### src/rtl/or1200_qmem_pkg.sv
// Shared definitions for the QMEM controller: FSM state codes, arbitration
// mode selectors and the address-window hit test.
package or1200_qmem_pkg;

    // State codes are visible on state_o and are fixed for external checkers.
    typedef enum logic [2:0] {
        ST_IDLE  = 3'd0,
        ST_STORE = 3'd1,
        ST_LOAD  = 3'd2,
        ST_FETCH = 3'd3
    } qmem_state_t;

    localparam int ARB_DATA_PRIO   = 0;
    localparam int ARB_ROUND_ROBIN = 1;

    // Window comparison is done at a fixed wide width so one function serves any AW.
    localparam int HIT_W = 64;

    function automatic logic qmem_hit(input logic [HIT_W-1:0] adr,
                                      input logic [HIT_W-1:0] mask,
                                      input logic [HIT_W-1:0] base);
        return (adr & mask) == base;
    endfunction

endpackage

### src/rtl/or1200_qmem_arb.sv
// Two-way arbiter between the data and fetch channels. With data priority the
// data channel always wins a tie; in round-robin mode the channel that was not
// granted last wins. The last grant is remembered on every grant.
module or1200_qmem_arb
    import or1200_qmem_pkg::*;
#(
    parameter int ARB_MODE = ARB_DATA_PRIO
) (
    input  logic clk,
    input  logic rst,
    input  logic i_req_d,
    input  logic i_req_i,
    output logic o_gnt_d,
    output logic o_gnt_i
);

    // 1 = fetch channel was granted most recently; reset favours data first.
    logic r_last_fetch;

    // Resolve the grant from the current requests and the last-grant history.
    always_comb begin
        o_gnt_d = 1'b0;
        o_gnt_i = 1'b0;
        if (i_req_d && i_req_i) begin
            if (ARB_MODE == ARB_ROUND_ROBIN && !r_last_fetch) begin
                o_gnt_i = 1'b1;
            end else begin
                o_gnt_d = 1'b1;
            end
        end else begin
            o_gnt_d = i_req_d;
            o_gnt_i = i_req_i;
        end
    end

    // Remember which channel took the most recent grant.
    always_ff @(posedge clk) begin
        if (rst) begin
            r_last_fetch <= 1'b1;
        end else if (o_gnt_d) begin
            r_last_fetch <= 1'b0;
        end else if (o_gnt_i) begin
            r_last_fetch <= 1'b1;
        end
    end

endmodule

### src/rtl/or1200_qmem_ctrl.sv
// QMEM controller: shares one single-port synchronous RAM between the fetch
// and load/store channels. A grant issues the single RAM access of a request;
// the ack follows 1+WAIT_CYC cycles later, and the next grant may overlap the
// ack cycle so back-to-back accesses need no idle bubble.
module or1200_qmem_ctrl
    import or1200_qmem_pkg::*;
#(
    parameter int            AW       = 32,
    parameter int            MEM_AW   = 11,
    parameter logic [AW-1:0] BASE     = 32'h0000_0000,
    parameter logic [AW-1:0] MASK     = 32'hFFFF_E000,
    parameter int            WAIT_CYC = 0,
    parameter int            ARB_MODE = ARB_DATA_PRIO
) (
    input  logic              clk,
    input  logic              rst,
    input  logic              i_cycstb,
    input  logic [AW-1:0]     i_adr,
    output logic              i_hit,
    output logic              i_ack,
    output logic [31:0]       i_dat,
    input  logic              d_cycstb,
    input  logic              d_we,
    input  logic [3:0]        d_sel,
    input  logic [AW-1:0]     d_adr,
    input  logic [31:0]       d_dat_i,
    output logic              d_hit,
    output logic              d_ack,
    output logic [31:0]       d_dat_o,
    output logic              ram_en,
    output logic [3:0]        ram_we,
    output logic [MEM_AW-1:0] ram_addr,
    output logic [31:0]       ram_di,
    input  logic [31:0]       ram_do,
    output logic [2:0]        state_o
);

    localparam logic [2:0] W_WAIT = 3'(WAIT_CYC);

    qmem_state_t r_state;
    qmem_state_t w_state_next;
    logic [2:0]  r_wait_cnt;

    logic w_i_valid;
    logic w_d_valid;
    logic w_wait_done;
    logic w_open_i;
    logic w_open_d;
    logic w_end;
    logic w_ack_i;
    logic w_ack_d;
    logic w_gnt_i;
    logic w_gnt_d;

    assign i_hit       = qmem_hit(HIT_W'(i_adr), HIT_W'(MASK), HIT_W'(BASE));
    assign d_hit       = qmem_hit(HIT_W'(d_adr), HIT_W'(MASK), HIT_W'(BASE));
    assign w_i_valid   = i_cycstb & i_hit;
    assign w_d_valid   = d_cycstb & d_hit;
    assign w_wait_done = (r_wait_cnt == W_WAIT);

    // Decode the current access: ack, abort, and which channels may be granted now.
    always_comb begin
        w_ack_d  = 1'b0;
        w_ack_i  = 1'b0;
        w_open_d = 1'b0;
        w_open_i = 1'b0;
        w_end    = 1'b0;
        if (!rst) begin
            case (r_state)
                ST_IDLE: begin
                    w_open_d = 1'b1;
                    w_open_i = 1'b1;
                end
                ST_STORE, ST_LOAD: begin
                    if (!w_d_valid) begin
                        w_end = 1'b1;
                    end else if (w_wait_done) begin
                        w_ack_d  = 1'b1;
                        w_end    = 1'b1;
                        w_open_i = 1'b1;
                    end
                end
                ST_FETCH: begin
                    if (!w_i_valid) begin
                        w_end = 1'b1;
                    end else if (w_wait_done) begin
                        w_ack_i  = 1'b1;
                        w_end    = 1'b1;
                        w_open_d = 1'b1;
                    end
                end
                default: w_end = 1'b1;
            endcase
        end
    end

    or1200_qmem_arb #(
        .ARB_MODE(ARB_MODE)
    ) u_arb (
        .clk     (clk),
        .rst     (rst),
        .i_req_d (w_open_d & w_d_valid),
        .i_req_i (w_open_i & w_i_valid),
        .o_gnt_d (w_gnt_d),
        .o_gnt_i (w_gnt_i)
    );

    // A grant always starts a new access; otherwise a finished or aborted access returns to idle.
    always_comb begin
        w_state_next = r_state;
        if (w_gnt_d) begin
            w_state_next = d_we ? ST_STORE : ST_LOAD;
        end else if (w_gnt_i) begin
            w_state_next = ST_FETCH;
        end else if (w_end) begin
            w_state_next = ST_IDLE;
        end
    end

    // State register and wait counter; the counter restarts at every grant.
    always_ff @(posedge clk) begin
        if (rst) begin
            r_state    <= ST_IDLE;
            r_wait_cnt <= 3'd0;
        end else begin
            r_state <= w_state_next;
            if (w_gnt_d || w_gnt_i || w_end) begin
                r_wait_cnt <= 3'd0;
            end else if (r_state != ST_IDLE) begin
                r_wait_cnt <= r_wait_cnt + 3'd1;
            end
        end
    end

    // Byte-lane write enables only on a store grant.
    for (genvar gi = 0; gi < 4; gi++) begin : g_we_lane
        assign ram_we[gi] = w_gnt_d & d_we & d_sel[gi];
    end

    assign ram_en   = w_gnt_d | w_gnt_i;
    assign ram_addr = w_gnt_d ? d_adr[MEM_AW+1:2] : i_adr[MEM_AW+1:2];
    assign ram_di   = d_dat_i;
    assign i_ack    = w_ack_i;
    assign d_ack    = w_ack_d;
    assign i_dat    = ram_do;
    assign d_dat_o  = ram_do;
    assign state_o  = r_state;

endmodule

### config.mk
export PLATFORM = sky130hd
export DESIGN_NAME = or1200_qmem_ctrl
export DESIGN_NICKNAME = d
export VERILOG_FILES = /design/src/rtl/or1200_qmem_pkg.sv /design/src/rtl/or1200_qmem_arb.sv /design/src/rtl/or1200_qmem_ctrl.sv
export SDC_FILE = /design/constraint.sdc
export NUM_CORES = 1
export LEC_CHECK = 0
export CELL_PAD_IN_SITES_DETAIL_PLACEMENT = 1
export CELL_PAD_IN_SITES_GLOBAL_PLACEMENT = 2
export CORE_MARGIN = 2
export CORE_UTILIZATION = 10
export DETAILED_ROUTE_END_ITERATION = 8
export PLACE_DENSITY_LB_ADDON = 0.08
export SLEW_MARGIN = 20
export SYNTH_ARGS = -nofsm -noshare
export SYNTH_HDL_FRONTEND = slang
export SYNTH_SLANG_ARGS = --single-unit
### constraint.sdc
create_clock -name clk -period 3.7 [get_ports clk]
set_input_delay 0.74 -clock clk [delete_from_list [all_inputs] [get_ports clk]]
set_output_delay 0.74 -clock clk [all_outputs]
set_load 0.005 [all_outputs]
==> impl.org <==
** Synth
- Counting every instance in the synthesized netlist gives 192.
- The number of nets in the synthesized netlist is 334.
- Yosys mapped a number of flops with a built-in enable equal to 0.
- Mean instance size in the synthesized netlist :: 8.15 um2
- Cell area after synthesis :: 0.00156 mm2
- Top FF cell, synth :: sky130_fd_sc_hd__dfxtp_1
- Number of warning messages in the yosys log :: 0
- Counting flops and latches in the post-synthesis netlist gives 5.
- Main area contributors after synthesis :: sky130_fd_sc_hd__buf_4 47%, sky130_fd_sc_hd__mux2_4 9.6%, sky130_fd_sc_hd__dfxtp_1 6.4%
- Post-synth ARST share :: 0%
- The netlist uses 40 different library cells.
- Post-synth top area cell :: sky130_fd_sc_hd__buf_4
- Portion of synthesized cell area occupied by the leading cell type :: 46.6%
- After synthesis, flip-flops and latches occupy 6.40% of the total area.

** Finish
- Area growth from synthesis to final layout :: 60.5%
- In the final layout, the share of cells above drive strength 1 is 34.6%.
- Fillers :: 1,799
- Number of antenna cells inserted :: 0
- In the final design database the tool counted 377 nets.
- For this run, the share of the core covered by cells in the final layout is 16.4%.
- In the layout the commonest cells are 44 x sky130_fd_sc_hd__clkdlybuf4s50_1, 37 x sky130_fd_sc_hd__buf_4, 30 x sky130_fd_sc_hd__dlygate4sd2_1.
- Most common cell after layout, fill and taps aside :: sky130_fd_sc_hd__clkdlybuf4s50_1

** Detailed routing
- For this block, the initial DRC count from the detailed router was 14.
- Dividing the detail-routed wire length by the instance count gives 12.5 um.
- Dividing the detail-routed via count by the number of cells gives 3.05.
- Total routed wirelength :: 5540 um
- Vias post-DR :: 1,357
- Number of nets still failing antenna checks after routing :: 0
- Total DRC errors in the routed layout :: 0
- Total iterations of the first detailed-routing run :: 3

** Worst setup path
- Worst path required time :: 2.96 ns
- R2R depth :: 8
- Endpoint of the lowest-slack register-to-register path :: state_o[1]
- The worst setup path is of the in2out kind.
- For the worst setup path, the data arrival time is 2.90 ns.
- Of all nets on the critical path, the largest fanout is 4.
- In this run the register-to-register setup slack is 1.57 ns.
- Crit end category :: output port
- STA classifies the critical path startpoint as an input pin.
- Crit Reg-Reg Startpoint :: state_o[0]

** Worst hold path
- Worst hold path class :: reg2reg
- Depth of the worst hold-timing path :: 2
- Hold worst-path end :: r_wait_cnt[2]
- Min-Delay Startpoint :: r_wait_cnt[2]

** Global route
- Met3 track demand over resource :: 1.73%
- Global routing used 8.01% of the available met1 tracks.
- Congestion Overflow GR :: 0
- Initial antenna violation count :: 0
- Entering global routing, the biggest net connects 9 pins.
- Met2 Use GR :: 10.4%
- Global-route wire length before repair :: 8200 um
- Vias in the first global route :: 1,529
- Global routing usage summed across all routing layers :: 6.28%
- Peak-usage layer in the global routing report :: met2

** Placement
- Count of buffers from port buffering :: 90
- Routability-driven placement finished with a final weighted congestion of 0.615.
- After legalization and detailed placement, the total HPWL measured 4430 um.

** Pwr
- Leakage power summed over all cells :: 1.08 nW
- Power density over the cells :: 137 mW/mm2
- VDD sags by at most 0.000103 V.
- Total power after layout :: 0.343 mW

** Floorplanning
- Vert. Die Dim :: 129 um
- Die ar. :: 0.0167 mm2
- Top-level I/O count :: 256
- Initial Utilization :: 10.3%
- Die Span X :: 129 um
- The floorplan step defined a core boundary enclosing 0.0153 mm2.
- In this run the core area contains 45 standard-cell rows.

** Clock tree
- The clock net in this run drives a total of 5 sinks.
- Clock tree from TritonCTS :: yes
- The cell sitting at the root of the clock tree is a sky130_fd_sc_hd__clkbuf_16.
- In this run the deepest clock path goes through 2 buffers.
- Buffers inserted to repair hold after CTS numbered 0.
- Total CTS buffers :: 3
- Clock insertion delay at the later pin of the skew report :: 0.23 ns
- In this run the number of H-tree levels came out at 1.
- After clock tree synthesis, the clock-pin slew on the worst setup and hold paths is 0.03 ns.

** STA
- The routed design could run at a clock period as short as 3.64 ns.
- Final hold vios :: 0
- Setup violations remaining at the end of the flow were counted as 0.
- Max frequency :: 275 MHz
- Share of the cycle needed by the critical path after routing :: 98.4%
- Clock skew on the completed layout was measured at 0.000868 ns.
- The count of pins over their slew limit was 0.

** Status
- Run status :: finished, final reports clean

** Run
- Count of max-cap constraint violations :: 0
## per-layer routing
layer  share of wire, %  wire [um]
met1                 45       2510
met2                 43       2400
met3                 10        562
met4                1.2         67
met5                  0          0
## cell families (layout without fill, tap and decap cells)
| family | Yosys count | in the layout | share of synthesized area, % |
|---|---|---|---|
| buf+inv | 105 | 146 | 49.0 |
| simple gates | 50 | 51 | 21.4 |
| mux | 12 | 12 | 11.0 |
| compound gates | 11 | 11 | 6.32 |
| fa+ha+maj | 5 | 5 | 4.00 |
| flops | 5 | 5 | 6.40 |
| xor+xnor | 3 | 3 | 1.68 |
| other cells | 1 | 1 | 0.240 |
## cell usage after synthesis, types with 2 or more instances
master and number:
sky130_fd_sc_hd__nand2b_1 2, sky130_fd_sc_hd__and2_1 5, sky130_fd_sc_hd__nand4_1 6, sky130_fd_sc_hd__ha_1 5
sky130_fd_sc_hd__nor4_2 3, sky130_fd_sc_hd__and3_1 3, sky130_fd_sc_hd__mux2_4 10, sky130_fd_sc_hd__xor2_1 2
sky130_fd_sc_hd__buf_4 97, sky130_fd_sc_hd__inv_1 6, sky130_fd_sc_hd__nand3_1 4, sky130_fd_sc_hd__nor2b_1 4
sky130_fd_sc_hd__dfxtp_1 5, sky130_fd_sc_hd__nor4_1 4, sky130_fd_sc_hd__nor3_1 6, sky130_fd_sc_hd__nor2_1 2
sky130_fd_sc_hd__nand2_1 4, sky130_fd_sc_hd__o31ai_1 2
## final cells by class
type | instances | area (um2) | share of cell area, %
inverters | 6 | 22.5 | 0.897
repair buffers | 136 | 1250 | 49.8
clock buffers | 4 | 78.8 | 3.14
flip-flops and latches | 5 | 100 | 3.99
well taps | 211 | 264 | 10.5
multi-input cells | 83 | 796 | 31.7
## worst max-delay path, stage by stage
cell                            delay, ns
sky130_fd_sc_hd__dlygate4sd2_1       0.25
sky130_fd_sc_hd__nor4_2              0.26
sky130_fd_sc_hd__nand2_1             0.11
sky130_fd_sc_hd__or2_4               0.29
sky130_fd_sc_hd__or4_4               0.58
sky130_fd_sc_hd__buf_6               0.15
sky130_fd_sc_hd__buf_6               0.10
sky130_fd_sc_hd__mux2_4              0.29
sky130_fd_sc_hd__buf_6               0.12
## worst max-delay path by stage
stage	start	to	slack (ns)
5_1_grt	d_adr[20]	ram_addr[8]	-0.03
6_report	d_adr[18]	ram_addr[8]	0.06
2_1_floorplan	d_adr[15]	ram_addr[0]	0.62
3_3_place_gp	i_adr[18]	ram_addr[4]	-0.39
3_5_place_dp	i_adr[18]	ram_addr[4]	-0.39
4_1_cts	d_adr[30]	ram_addr[9]	-0.05
## through the flow
stage	area (um2)	hold WS (ns)	setup TNS [ns]	setup WS, ns	instances
after floorplan	1560	0.492	0	0.615	192
after global placement	2180	0.555	-5.00	-0.391	420
after detailed placement	2180	0.558	-4.85	-0.391	420
after CTS	2420	0.569	-0.108	-0.0547	441
after global routing	2510	0.596	-0.0759	-0.0289	445
final	2510	0.565	0	0.0609	445
## registers in the layout, indices dropped and copies added, names as in the netlist
| name | count |
|---|---|
| r_wait_cnt | 3 |
| state_o | 2 |
## timing repair
action                     4_1_cts  5_1_grt
resized for setup               70       18
buffers inserted                16        4
gates cloned                     1        0
pin swaps                       18       16
setup endpoints to repair       16       10
## where the power goes
group          switching [mW]  total, mW  internal (mW)
registers        0.0000000928     0.0542         0.0542
clock network          0.0356      0.178          0.143
logic                  0.0317      0.110         0.0787
total                  0.0673      0.343          0.276
Note: power is estimated with default switching activity, not from simulation.
